## src/rtl/ysyx_22041211_imm_gen_pkg.sv

```systemverilog
// Shared constants for the RV32I immediate generator: opcode values that
// select an immediate format and the format tag codes driven on imm_type.
package ysyx_22041211_imm_gen_pkg;

  // Opcodes (inst[6:0]) that carry an immediate, plus R-type for reference
  localparam logic [6:0] TYPE_R       = 7'b0110011;
  localparam logic [6:0] TYPE_I_BASE  = 7'b0010011;
  localparam logic [6:0] TYPE_I_LOAD  = 7'b0000011;
  localparam logic [6:0] TYPE_I_JALR  = 7'b1100111;
  localparam logic [6:0] TYPE_I_CSR   = 7'b1110011;
  localparam logic [6:0] TYPE_S       = 7'b0100011;
  localparam logic [6:0] TYPE_B       = 7'b1100011;
  localparam logic [6:0] TYPE_U_LUI   = 7'b0110111;
  localparam logic [6:0] TYPE_U_AUIPC = 7'b0010111;
  localparam logic [6:0] TYPE_J_JAL   = 7'b1101111;

  // Format tags reported alongside the immediate
  localparam logic [2:0] IMM_TYPE_NONE = 3'd0;
  localparam logic [2:0] IMM_TYPE_I    = 3'd1;
  localparam logic [2:0] IMM_TYPE_S    = 3'd2;
  localparam logic [2:0] IMM_TYPE_B    = 3'd3;
  localparam logic [2:0] IMM_TYPE_U    = 3'd4;
  localparam logic [2:0] IMM_TYPE_J    = 3'd5;

  // Even parity over an immediate; handy for debug consumers of imm_q
  function automatic logic imm_parity(input logic [31:0] value);
    return ^value;
  endfunction

endpackage

```

## src/rtl/ysyx_22041211_imm_gen.sv

```systemverilog
// Immediate generator for the RV32I single-cycle core.
// imm/imm_type are decoded combinationally from the opcode so the decoder can
// use them in the same cycle; imm_q/imm_type_q are a one-cycle registered copy
// intended for trace and debug. funct3/funct7 never influence the result.
module ysyx_22041211_imm_gen
  import ysyx_22041211_imm_gen_pkg::*;
(
  input  logic        clk,
  input  logic        rst_n,
  input  logic [31:0] inst,
  output logic [31:0] imm,
  output logic [2:0]  imm_type,
  output logic [31:0] imm_q,
  output logic [2:0]  imm_type_q
);

  logic [6:0]  w_opcode;
  logic [31:0] w_imm;
  logic [2:0]  w_imm_type;
  logic [31:0] r_imm;
  logic [2:0]  r_imm_type;

  assign w_opcode = inst[6:0];

  // Select and assemble the immediate for the format implied by the opcode
  always_comb begin
    w_imm      = 32'h0000_0000;
    w_imm_type = IMM_TYPE_NONE;
    case (w_opcode)
      // Shift-immediates keep the full sign-extended field; the ALU only
      // looks at imm[4:0], so no special casing of funct7 is needed here.
      TYPE_I_BASE, TYPE_I_LOAD, TYPE_I_JALR, TYPE_I_CSR: begin
        w_imm      = {{20{inst[31]}}, inst[31:20]};
        w_imm_type = IMM_TYPE_I;
      end
      TYPE_S: begin
        w_imm      = {{20{inst[31]}}, inst[31:25], inst[11:7]};
        w_imm_type = IMM_TYPE_S;
      end
      TYPE_B: begin
        w_imm      = {{19{inst[31]}}, inst[31], inst[7], inst[30:25],
                      inst[11:8], 1'b0};
        w_imm_type = IMM_TYPE_B;
      end
      TYPE_U_LUI, TYPE_U_AUIPC: begin
        w_imm      = {inst[31:12], 12'h000};
        w_imm_type = IMM_TYPE_U;
      end
      TYPE_J_JAL: begin
        w_imm      = {{11{inst[31]}}, inst[31], inst[19:12], inst[20],
                      inst[30:21], 1'b0};
        w_imm_type = IMM_TYPE_J;
      end
      // R-type and every unrecognised opcode carry no immediate
      default: begin
        w_imm      = 32'h0000_0000;
        w_imm_type = IMM_TYPE_NONE;
      end
    endcase
  end

  // Capture the decoded immediate every cycle; reset clears it immediately
  always_ff @(posedge clk or negedge rst_n) begin
    if (!rst_n) begin
      r_imm      <= 32'h0000_0000;
      r_imm_type <= IMM_TYPE_NONE;
    end else begin
      r_imm      <= w_imm;
      r_imm_type <= w_imm_type;
    end
  end

  assign imm        = w_imm;
  assign imm_type   = w_imm_type;
  assign imm_q      = r_imm;
  assign imm_type_q = r_imm_type;

endmodule

```

## config.mk

```make
export PLATFORM = sky130hd
export DESIGN_NAME = ysyx_22041211_imm_gen
export DESIGN_NICKNAME = d
export VERILOG_FILES = /design/src/rtl/ysyx_22041211_imm_gen_pkg.sv /design/src/rtl/ysyx_22041211_imm_gen.sv
export SDC_FILE = /design/constraint.sdc
export NUM_CORES = 1
export LEC_CHECK = 0
export ABC_AREA = 1
export CAP_MARGIN = 0
export CELL_PAD_IN_SITES_DETAIL_PLACEMENT = 0
export CELL_PAD_IN_SITES_GLOBAL_PLACEMENT = 1
export CORE_ASPECT_RATIO = 2
export CORE_MARGIN = 10
export CORE_UTILIZATION = 25
export CTS_CLUSTER_DIAMETER = 80
export DETAILED_ROUTE_END_ITERATION = 6
export MAX_ROUTING_LAYER = met4
export PLACE_DENSITY = 0.86
export SYNTH_ARGS = -nofsm -noshare
export SYNTH_HDL_FRONTEND = slang
export SYNTH_SLANG_ARGS = --single-unit
export TNS_END_PERCENT = 100
```

## constraint.sdc

```tcl
create_clock -name clk -period 2.1 [get_ports clk]
set_clock_uncertainty 0.1 [all_clocks]
set_input_delay 0.63 -clock clk [delete_from_list [all_inputs] [get_ports clk]]
set_output_delay 0.63 -clock clk [all_outputs]
set_load 0.05 [all_outputs]
```

==> results of run 1 <==
[kinds of logic after synthesis]
kind of cell / count (synthesis)
buf+inv: 20
simple gates: 122
flops: 35
compound gates: 1
[registers in the layout, indices dropped and copies added, names as in the netlist]
signal and cells:
imm_q 32, imm_type_q 3
[metrics by stage]
| step | hold slack (ns) | power [mW] | setup TNS [ns] |
|---|---|---|---|
| 4_1_cts | 0.2887 | 1.869 | -14.06 |
| 2_1_floorplan | 0.2344 | 0.8990 | -2.394 |
| 3_5_place_dp | 0.5936 | 1.123 | -31.81 |
| 3_3_place_gp | 0.5867 | 1.118 | -30.55 |
| 5_1_grt | 0.3120 | 1.930 | -12.86 |
| 6_report | 0.2752 | 1.867 | -11.15 |
[layer usage]
| layer | share of wire (%) | global-route usage, % | routed length, um | up-vias |
|---|---|---|---|---|
| met1 | 30 | 12.41 | 2067 | 867 |
| met3 | 5.1 | 3.706 | 347 | 13 |
| met5 | 0 | - | 0 | - |
| li1 | - | - | - | 849 |
| met4 | 3.3 | 6.861 | 225 | 0 |
| met2 | 61 | 26.24 | 4160 | 62 |
[cell type report]
| cell class | count | area (um^2) |
|---|---|---|
| Fill cell | 465 | 2077 |
| Timing Repair Buffer | 148 | 1770 |
| Multi-Input combinational cell | 124 | 1191 |
| Sequential cell | 35 | 875.8 |
| Clock buffer | 6 | 128.9 |
| Tap cell | 86 | 107.6 |
| Inverter | 15 | 95.09 |
| Clock inverter | 2 | 12.51 |
[path summary, 6_finish.rpt]
check	from	to	slack [ns]	depth (start not counted)
worst max-delay path	inst[4]	imm[11]	-0.35	11
worst min-delay path	rst_n	imm_q[11]$_DFF_PN0_	0.28	2
min in group clk	inst[6]	imm_q[0]$_DFF_PN0_	0.65	4
max in group asynchronous	rst_n	imm_q[30]$_DFF_PN0_	1.31	2
[power groups by stage]
stage	registers, mW	clock network, mW	logic [mW]
after floorplan	0.759	0	0.140
after global placement	0.705	0	0.414
after detailed placement	0.705	0	0.417
after CTS	0.694	0.723	0.452
after global routing	0.695	0.752	0.483
final	0.694	0.710	0.463
[cell usage in the layout, fill, tap and decap left out, drive strengths merged]
cell	synthesis	final
buf	5	121
clkbuf	0	8
clkdlybuf4s50	0	24
clkinv	0	1
clkinvlp	0	2
dfrtp	35	35
dlygate4sd2	0	1
inv	15	14
nand2	75	76
nand3	21	21
nor2	26	26
o21ai	1	1
[what timing repair did]
action / in CTS / in global routing
pin swaps: 47 / 34
setup buffers: 18 / 7
gates cloned: 3 / 0
setup endpoints to repair: 35 / 35
hold buffers: 0 / 0
gates resized for setup: 85 / 25
endpoints found under the hold margin: 0 / 0
==> impl_metrics.json, run 1 <==
{
  "drive_gt1_share_pct": 64.55,
  "netlist_instances": 178,
  "cpLargestDelayFamily": "buffers and inverters",
  "tritoncts": "yes",
  "drt_wl_total_um": 6801,
  "core_mm2": 0.006259,
  "syn_area_per_cell_um2": 8.983,
  "diodes": 0,
  "synthDistinctLibCells": 16,
  "synthMuxAreaShare_pct": 0,
  "cp_max_fo": 4,
  "cp.required_ns": 1.37,
  "synthesis.area_mm2": 0.001599,
  "cellPowerDensity_mw_per_mm2": 446.5,
  "yosys.area_share.adder_pct": 0,
  "synth_compound_area_share_pct": 0.3130,
  "grt_max_degree": 36,
  "setup_violations": 35,
  "ys_seq_area_share_pct": 54.77,
  "finalHoldViolCount": 0,
  "place_area_mm2": 0.003477,
  "place_ws_ns": -0.8597,
  "fin_cells": 416,
  "drc": 0,
  "grt.overflow.total": 0,
  "vias": 1791,
  "die_y_um": 133.1,
  "die_w_um": 76.55,
  "irDropWorstVdd_uv": 278.2,
  "max_freq_mhz": 407.7,
  "cts.path.max_buffers": 2,
  "cp.arrival_ns": 1.72,
  "swShare_pct": 28.71,
  "synth_most_common_cell": "nand2_1",
  "start_kind": "input port",
  "cts-root-buf": "clkbuf_16",
  "status": "complete, but fails checks",
  "p_int_mw": 1.331,
  "synth_top_family_by_area": "simple AND/OR/NAND/NOR gates",
  "power_frac_clock_pct": 38.0,
  "final_cell_area_mm2": 0.004182,
  "seqPwrFrac_pct": 37.2,
  "relSlewSlack_pct": 70.53,
  "grt_pass1_wl_um": 10870,
  "cts_buffers": 5,
  "cpMostUsedCell": "buf_4",
  "worst_path_max_delay_cell": "nor2_8",
  "first_pass_iters": 4,
  "synth_edf_count": 0,
  "synthSimpleGateAreaFrac_pct": 39.12,
  "drt-initial-drc-count": 51,
  "min_path_type": "in2async",
  "antenna_left": 0,
  "p_comb_share_pct": 24.8,
  "crit_chain": "buf_6 > inv_8 > nand2_8 > nor2_8 > buf_4 > buf_4 > nand3_1 > nand2_1 > inv_1 > nand2_2 > buf_12",
  "dp_cells": 383,
  "antenna_found_initial": 0,
  "worst_pin_slew_ns": 0.4421,
  "synthFlopType": "dfrtp_1",
  "place.gp.congestion": 0.7737,
  "synthesis.nets": 212,
  "yosys.area.top_type_share_pct": 54.77,
  "synth_async_sr_flop_share_pct": 100.0,
  "synth_common_cells": "nand2_1 (55), dfrtp_1 (35), nand3_1 (20), nor2_1 (20), nand2_2 (15)",
  "crit_path_end_kind": "output port",
  "port_buffers": 103,
  "synth-seq-cells": 35,
  "initial_core_util_pct": 25.55,
  "syn_to_final_growth_pct": 161.5,
  "grt_pass1_vias": 2040,
  "min_period_ns": 2.453,
  "nNetsFinal": 363,
  "clock_sinks": 35,
  "htreeDepth": 2,
  "power_switching_mw": 0.5361,
  "ys_warn_count": 0,
  "final.period_utilization_pct": 116.8,
  "die-area_mm2": 0.01019,
  "failed_checks": "setup timing",
  "synth_xor_area_share_pct": 0,
  "rows": 41,
  "power_leakage_nw": 2.131,
  "grt_usage_pct": 13.95,
  "yosys.area.top_type": "dfrtp_1",
  "wl_per_cell_um": 16.35,
  "maxCapViolations": 0,
  "worst_slack_ns": -0.3529,
  "finalMaxSlewViolations": 0,
  "viasPerCell": 4.305,
  "clk_pin_slew_ns": 0.06,
  "path_buf_inv": 6,
  "fin_util_pct": 66.81,
  "cpPeakStageDelay_ns": 0.19,
  "ioPinCount": 104,
  "worstSetupPathType": "in2out",
  "rsz0062_at_grt": "yes",
  "synthTopCellsByArea": "dfrtp_1 (55%), nand2_1 (13%), nand3_1 (6.3%)",
  "dp_hpwl_um": 5074
}
Power figures use the tool's default switching activity.
==> run 2: changes to the inputs <==
==> constraint.sdc (replaced) <==
create_clock -name clk -period 2.41 [get_ports clk]
set_clock_uncertainty 0.1 [all_clocks]
set_input_delay 0.723 -clock clk [delete_from_list [all_inputs] [get_ports clk]]
set_output_delay 0.723 -clock clk [all_outputs]
set_load 0.05 [all_outputs]
==> impl_metrics.json, run 2 (synthesis gave the netlist of run 1 again) <==
{
  "grt_max_degree": 36,
  "grt_pass1_vias": 1905,
  "final_cell_area_mm2": 0.004165,
  "drt_wl_total_um": 7233,
  "htreeDepth": 2,
  "relSlewSlack_pct": 62.84,
  "failed_checks": "setup timing",
  "cp_max_fo": 6,
  "place_ws_ns": -0.7283,
  "tritoncts": "yes",
  "grt.overflow.total": 0,
  "cellPowerDensity_mw_per_mm2": 392.2,
  "min_period_ns": 2.607,
  "nNetsFinal": 371,
  "cp.required_ns": 1.59,
  "hold_buffers": 0,
  "max_freq_mhz": 383.6,
  "status": "complete, but fails checks",
  "syn_to_final_growth_pct": 160.5,
  "min_path_type": "in2async",
  "worst_slack_ns": -0.1972,
  "cts.path.max_buffers": 2,
  "fill_cells": 474,
  "wl_per_cell_um": 17.10,
  "diodes": 0,
  "dp_hpwl_um": 5097,
  "start_kind": "input port",
  "initial_core_util_pct": 25.55,
  "rows": 41,
  "ioPinCount": 104,
  "place.gp.congestion": 0.8227,
  "worst_pin_slew_ns": 0.5556,
  "die_w_um": 76.55,
  "antenna_found_initial": 0,
  "cts_buffers": 5,
  "final_cell_mix": "clkdlybuf4s50_1 (55), buf_4 (40), buf_12 (37), dfrtp_1 (35), nand2_2 (29)",
  "setup.worst_path.start": "inst[4]",
  "rsz0062_at_grt": "yes",
  "die-area_mm2": 0.01019,
  "clock_sinks": 35,
  "finalHoldViolCount": 0,
  "power_mw": 1.633,
  "dp_cells": 378,
  "setup_violations": 35,
  "cts-root-buf": "clkbuf_16",
  "cp.arrival_ns": 1.78,
  "vias": 1841,
  "core_mm2": 0.006259,
  "place_area_mm2": 0.003302,
  "largest_reg_flops": 32,
  "fin_cells": 423,
  "die_y_um": 133.1,
  "finalMaxSlewViolations": 0,
  "mostFrequentLayoutCell": "clkdlybuf4s50_1",
  "irDropWorstVdd_uv": 201.4,
  "drive_gt1_share_pct": 60.83,
  "final.period_utilization_pct": 108.2,
  "drc": 0,
  "first_pass_iters": 5,
  "crit_path_end_kind": "output port",
  "drt-initial-drc-count": 79,
  "port_buffers": 103,
  "grt_usage_pct": 14.01,
  "antenna_left": 0,
  "fin_util_pct": 66.55,
  "worstSetupPathType": "in2out",
  "grt_pass1_wl_um": 10720,
  "power_leakage_nw": 2.097,
  "maxCapViolations": 0,
  "viasPerCell": 4.352,
  "clk_pin_slew_ns": 0.05
}
run 2: cell type report:
class,instances,area (um^2),area share (%)
flip-flops and latches,35,875.8,21.03
well taps,86,107.6,2.583
inverters,15,77.57,1.862
multi-input cells,126,1107,26.58
clock inverters,1,5.005,0.1202
repair buffers,154,1853,44.49
clock buffers,6,138.9,3.334
run 2: power by group:
part           total [mW]  internal [mW]  switching (mW)
Clock               0.625          0.403           0.222
Combinational       0.404          0.181           0.223
Sequential          0.604          0.601         0.00318
run 2: worst max-delay path: stages:
cell     delay (ns)
buf_8          0.11
inv_8          0.06
nand2_8        0.05
nor2_8         0.14
buf_6          0.14
nand3_4        0.15
nand2_2        0.13
nor2_4         0.04
nand2_2        0.08
buf_12         0.14
run 2: metal layers:
layer	vias to the layer above	part of all wire, %	global-route usage, %
met3	16	3.1	2.291
met4	0	3.2	6.861
li1	868	-	-
met2	60	63	27.80
met1	897	30	12.09
met5	-	0	-
run 2: repair_timing:
| action | in CTS | in global routing |
|---|---|---|
| cloned | 3 | 1 |
| endpoints found under the setup margin | 35 | 36 |
| resized for setup | 109 | 38 |
| pin swaps | 32 | 44 |
| setup buffers | 23 | 13 |
run 2: worst paths after layout:
path                                  endpoint  slack (ns)
worst min-delay path        imm_q[5]$_DFF_PN0_        0.37
max in group asynchronous  imm_q[11]$_DFF_PN0_        1.51
worst max-delay path                   imm[21]       -0.20
min in group clk            imm_q[0]$_DFF_PN0_        0.74
run 2: stage by stage:
stage | TNS, ns | hold WS (ns)
after global placement | -22.09 | 0.6799
after detailed placement | -23.12 | 0.6809
final | -5.190 | 0.3705
after CTS | -5.569 | 0.3835
after floorplan | -0.7402 | 0.3274
after global routing | -6.980 | 0.4127
==> run 3: changes to the inputs <==
--- a/config.mk
+++ b/config.mk
@@ -16,6 +16,7 @@
 export DETAILED_ROUTE_END_ITERATION = 6
 export MAX_ROUTING_LAYER = met4
 export PLACE_DENSITY = 0.86
+export SKIP_LAST_GASP = 1
 export SYNTH_ARGS = -nofsm -noshare
 export SYNTH_HDL_FRONTEND = slang
 export SYNTH_SLANG_ARGS = --single-unit
==> constraint.sdc (replaced) <==
create_clock -name clk -period 2.41 [get_ports clk]
set_clock_uncertainty 0.1 [all_clocks]
set_input_delay 0.723 -clock clk [delete_from_list [all_inputs] [get_ports clk]]
set_output_delay 0.723 -clock clk [all_outputs]
set_load 0.005 [all_outputs]
==> impl_metrics.json, run 3 (synthesis gave the netlist of run 1 again) <==
{
  "maxCapViolations": 0,
  "cpMostUsedCell": "nand2_4",
  "finalMaxSlewViolations": 0,
  "grt_pass1_vias": 2114,
  "ioPinCount": 104,
  "cellPowerDensity_mw_per_mm2": 379.1,
  "cts-root-buf": "clkbuf_16",
  "core_mm2": 0.006259,
  "tritoncts": "yes",
  "drt-initial-drc-count": 69,
  "crit_chain": "buf_8 > inv_6 > nand2_4 > nor2_8 > nand2_4 > buf_12 > nand3_4 > nand2_8 > buf_6 > nand2_4 > buf_6",
  "vias": 1989,
  "die_y_um": 133.1,
  "cpPeakStageDelay_ns": 0.14,
  "clk_pin_slew_ns": 0.05,
  "crit_path_end_kind": "output port",
  "drive_gt1_share_pct": 62.50,
  "grt.overflow.total": 0,
  "antenna_found_initial": 0,
  "viasPerCell": 4.305,
  "failed_checks": "setup timing",
  "power_leakage_nw": 2.203,
  "irDropWorstVdd_uv": 197.6,
  "min_path_type": "in2async",
  "worstSetupPathType": "in2out",
  "antenna_left": 0,
  "rsz0062_at_grt": "yes",
  "relSlewSlack_pct": 47.10,
  "hold_buffers": 0,
  "final.period_utilization_pct": 107.0,
  "power_mw": 1.523,
  "start_kind": "input port",
  "final_cell_mix": "buf_4 (73), clkdlybuf4s50_1 (59), buf_6 (39), nand2_2 (35), dfrtp_1 (35)",
  "grt_pass1_wl_um": 11390,
  "syn_to_final_growth_pct": 151.3,
  "cts.path.max_buffers": 2,
  "largest_reg_flops": 32,
  "hold_slack_ns": 0.4273,
  "die-area_mm2": 0.01019,
  "cp.arrival_ns": 1.76,
  "cpLargestDelayFamily": "buffers and inverters",
  "port_buffers": 103,
  "initial_core_util_pct": 25.55,
  "setup_violations": 39,
  "drc": 0,
  "path_buf_inv": 5,
  "cp_max_fo": 7,
  "rows": 41,
  "clock_sinks": 35,
  "diodes": 0,
  "min_period_ns": 2.579,
  "wl_per_cell_um": 16.34,
  "worst_pin_slew_ns": 0.7936,
  "grt_max_degree": 36,
  "worst_slack_ns": -0.1687,
  "status": "complete, but fails checks",
  "grt_usage_pct": 14.68,
  "max_freq_mhz": 387.8,
  "dp_hpwl_um": 4858,
  "finalHoldViolCount": 0,
  "place.gp.congestion": 0.8640,
  "drt_wl_total_um": 7548,
  "fill_cells": 495,
  "nNetsFinal": 410,
  "worst_path_max_delay_cell": "buf_12",
  "mostFrequentLayoutCell": "buf_4",
  "htreeDepth": 2,
  "cp.required_ns": 1.59,
  "cts_buffers": 5,
  "first_pass_iters": 4,
  "die_w_um": 76.55
}
==> run 3: cell count changes in the layout (fill, tap and decap cells not counted), sizes merged <==
| cell | previous run | this run |
|---|---|---|
| buf | 97 | 134 |
| clkbuf | 6 | 7 |
| clkdlybuf4s50 | 55 | 59 |
| dlymetal6s2s | 1 | 0 |
| nand2 | 77 | 75 |
==> run 3: worst paths after layout <==
kind	startpoint	endpoint	slack, ns	cells past startpoint
worst max-delay path	inst[3]	imm[14]	-0.17	11
worst min-delay path	rst_n	imm_q[7]$_DFF_PN0_	0.43	1
max in group asynchronous	rst_n	imm_q[12]$_DFF_PN0_	1.28	1
min in group clk	inst[6]	imm_q[0]$_DFF_PN0_	0.74	4
==> run 3: where the power goes <==
part | switching, mW | internal, mW | total (mW)
Clock | 0.231 | 0.403 | 0.634
Combinational | 0.125 | 0.160 | 0.285
Sequential | 0.00328 | 0.601 | 0.604
Total | 0.359 | 1.16 | 1.52
==> run 3: through the flow <==
stage | TNS, ns | setup WS, ns | instances | cell area, um^2 | util [%]
after global routing | -6.539 | -0.2305 | 462 | 4018 | 64.19
after CTS | -4.820 | -0.1769 | 457 | 3849 | 61.50
after detailed placement | -32.97 | -1.029 | 375 | 2794 | 44.64
final | -4.248 | -0.1687 | 462 | 4018 | 64.19
after global placement | -32.37 | -1.012 | 375 | 2794 | 44.64
after floorplan | 0 | 0.1754 | 178 | 1599 | -
==> run 3: layer usage <==
metal	global-route usage [%]	routed length, um	up-vias
li1	-	-	940
met2	27.99	4538	59
met3	2.695	260	21
met1	12.73	2407	969
met5	-	0	-
met4	9.044	341	0
==> run 3: layout make-up <==
cell class	count	area [um^2]	area share [%]
Clock inverter	1	5.005	0.1246
Timing Repair Buffer	195	1804	44.91
Inverter	15	80.08	1.993
Sequential cell	35	875.8	21.80
Multi-Input combinational cell	124	1006	25.04
Tap cell	86	107.6	2.678
Clock buffer	6	138.9	3.457
==> run 3: repair_timing <==
item                       in CTS  in global routing
pin swaps                      42                 26
gates cloned                    2                  0
resized for setup             293                 35
buffers inserted               74                  9
setup endpoints to repair      35                 39
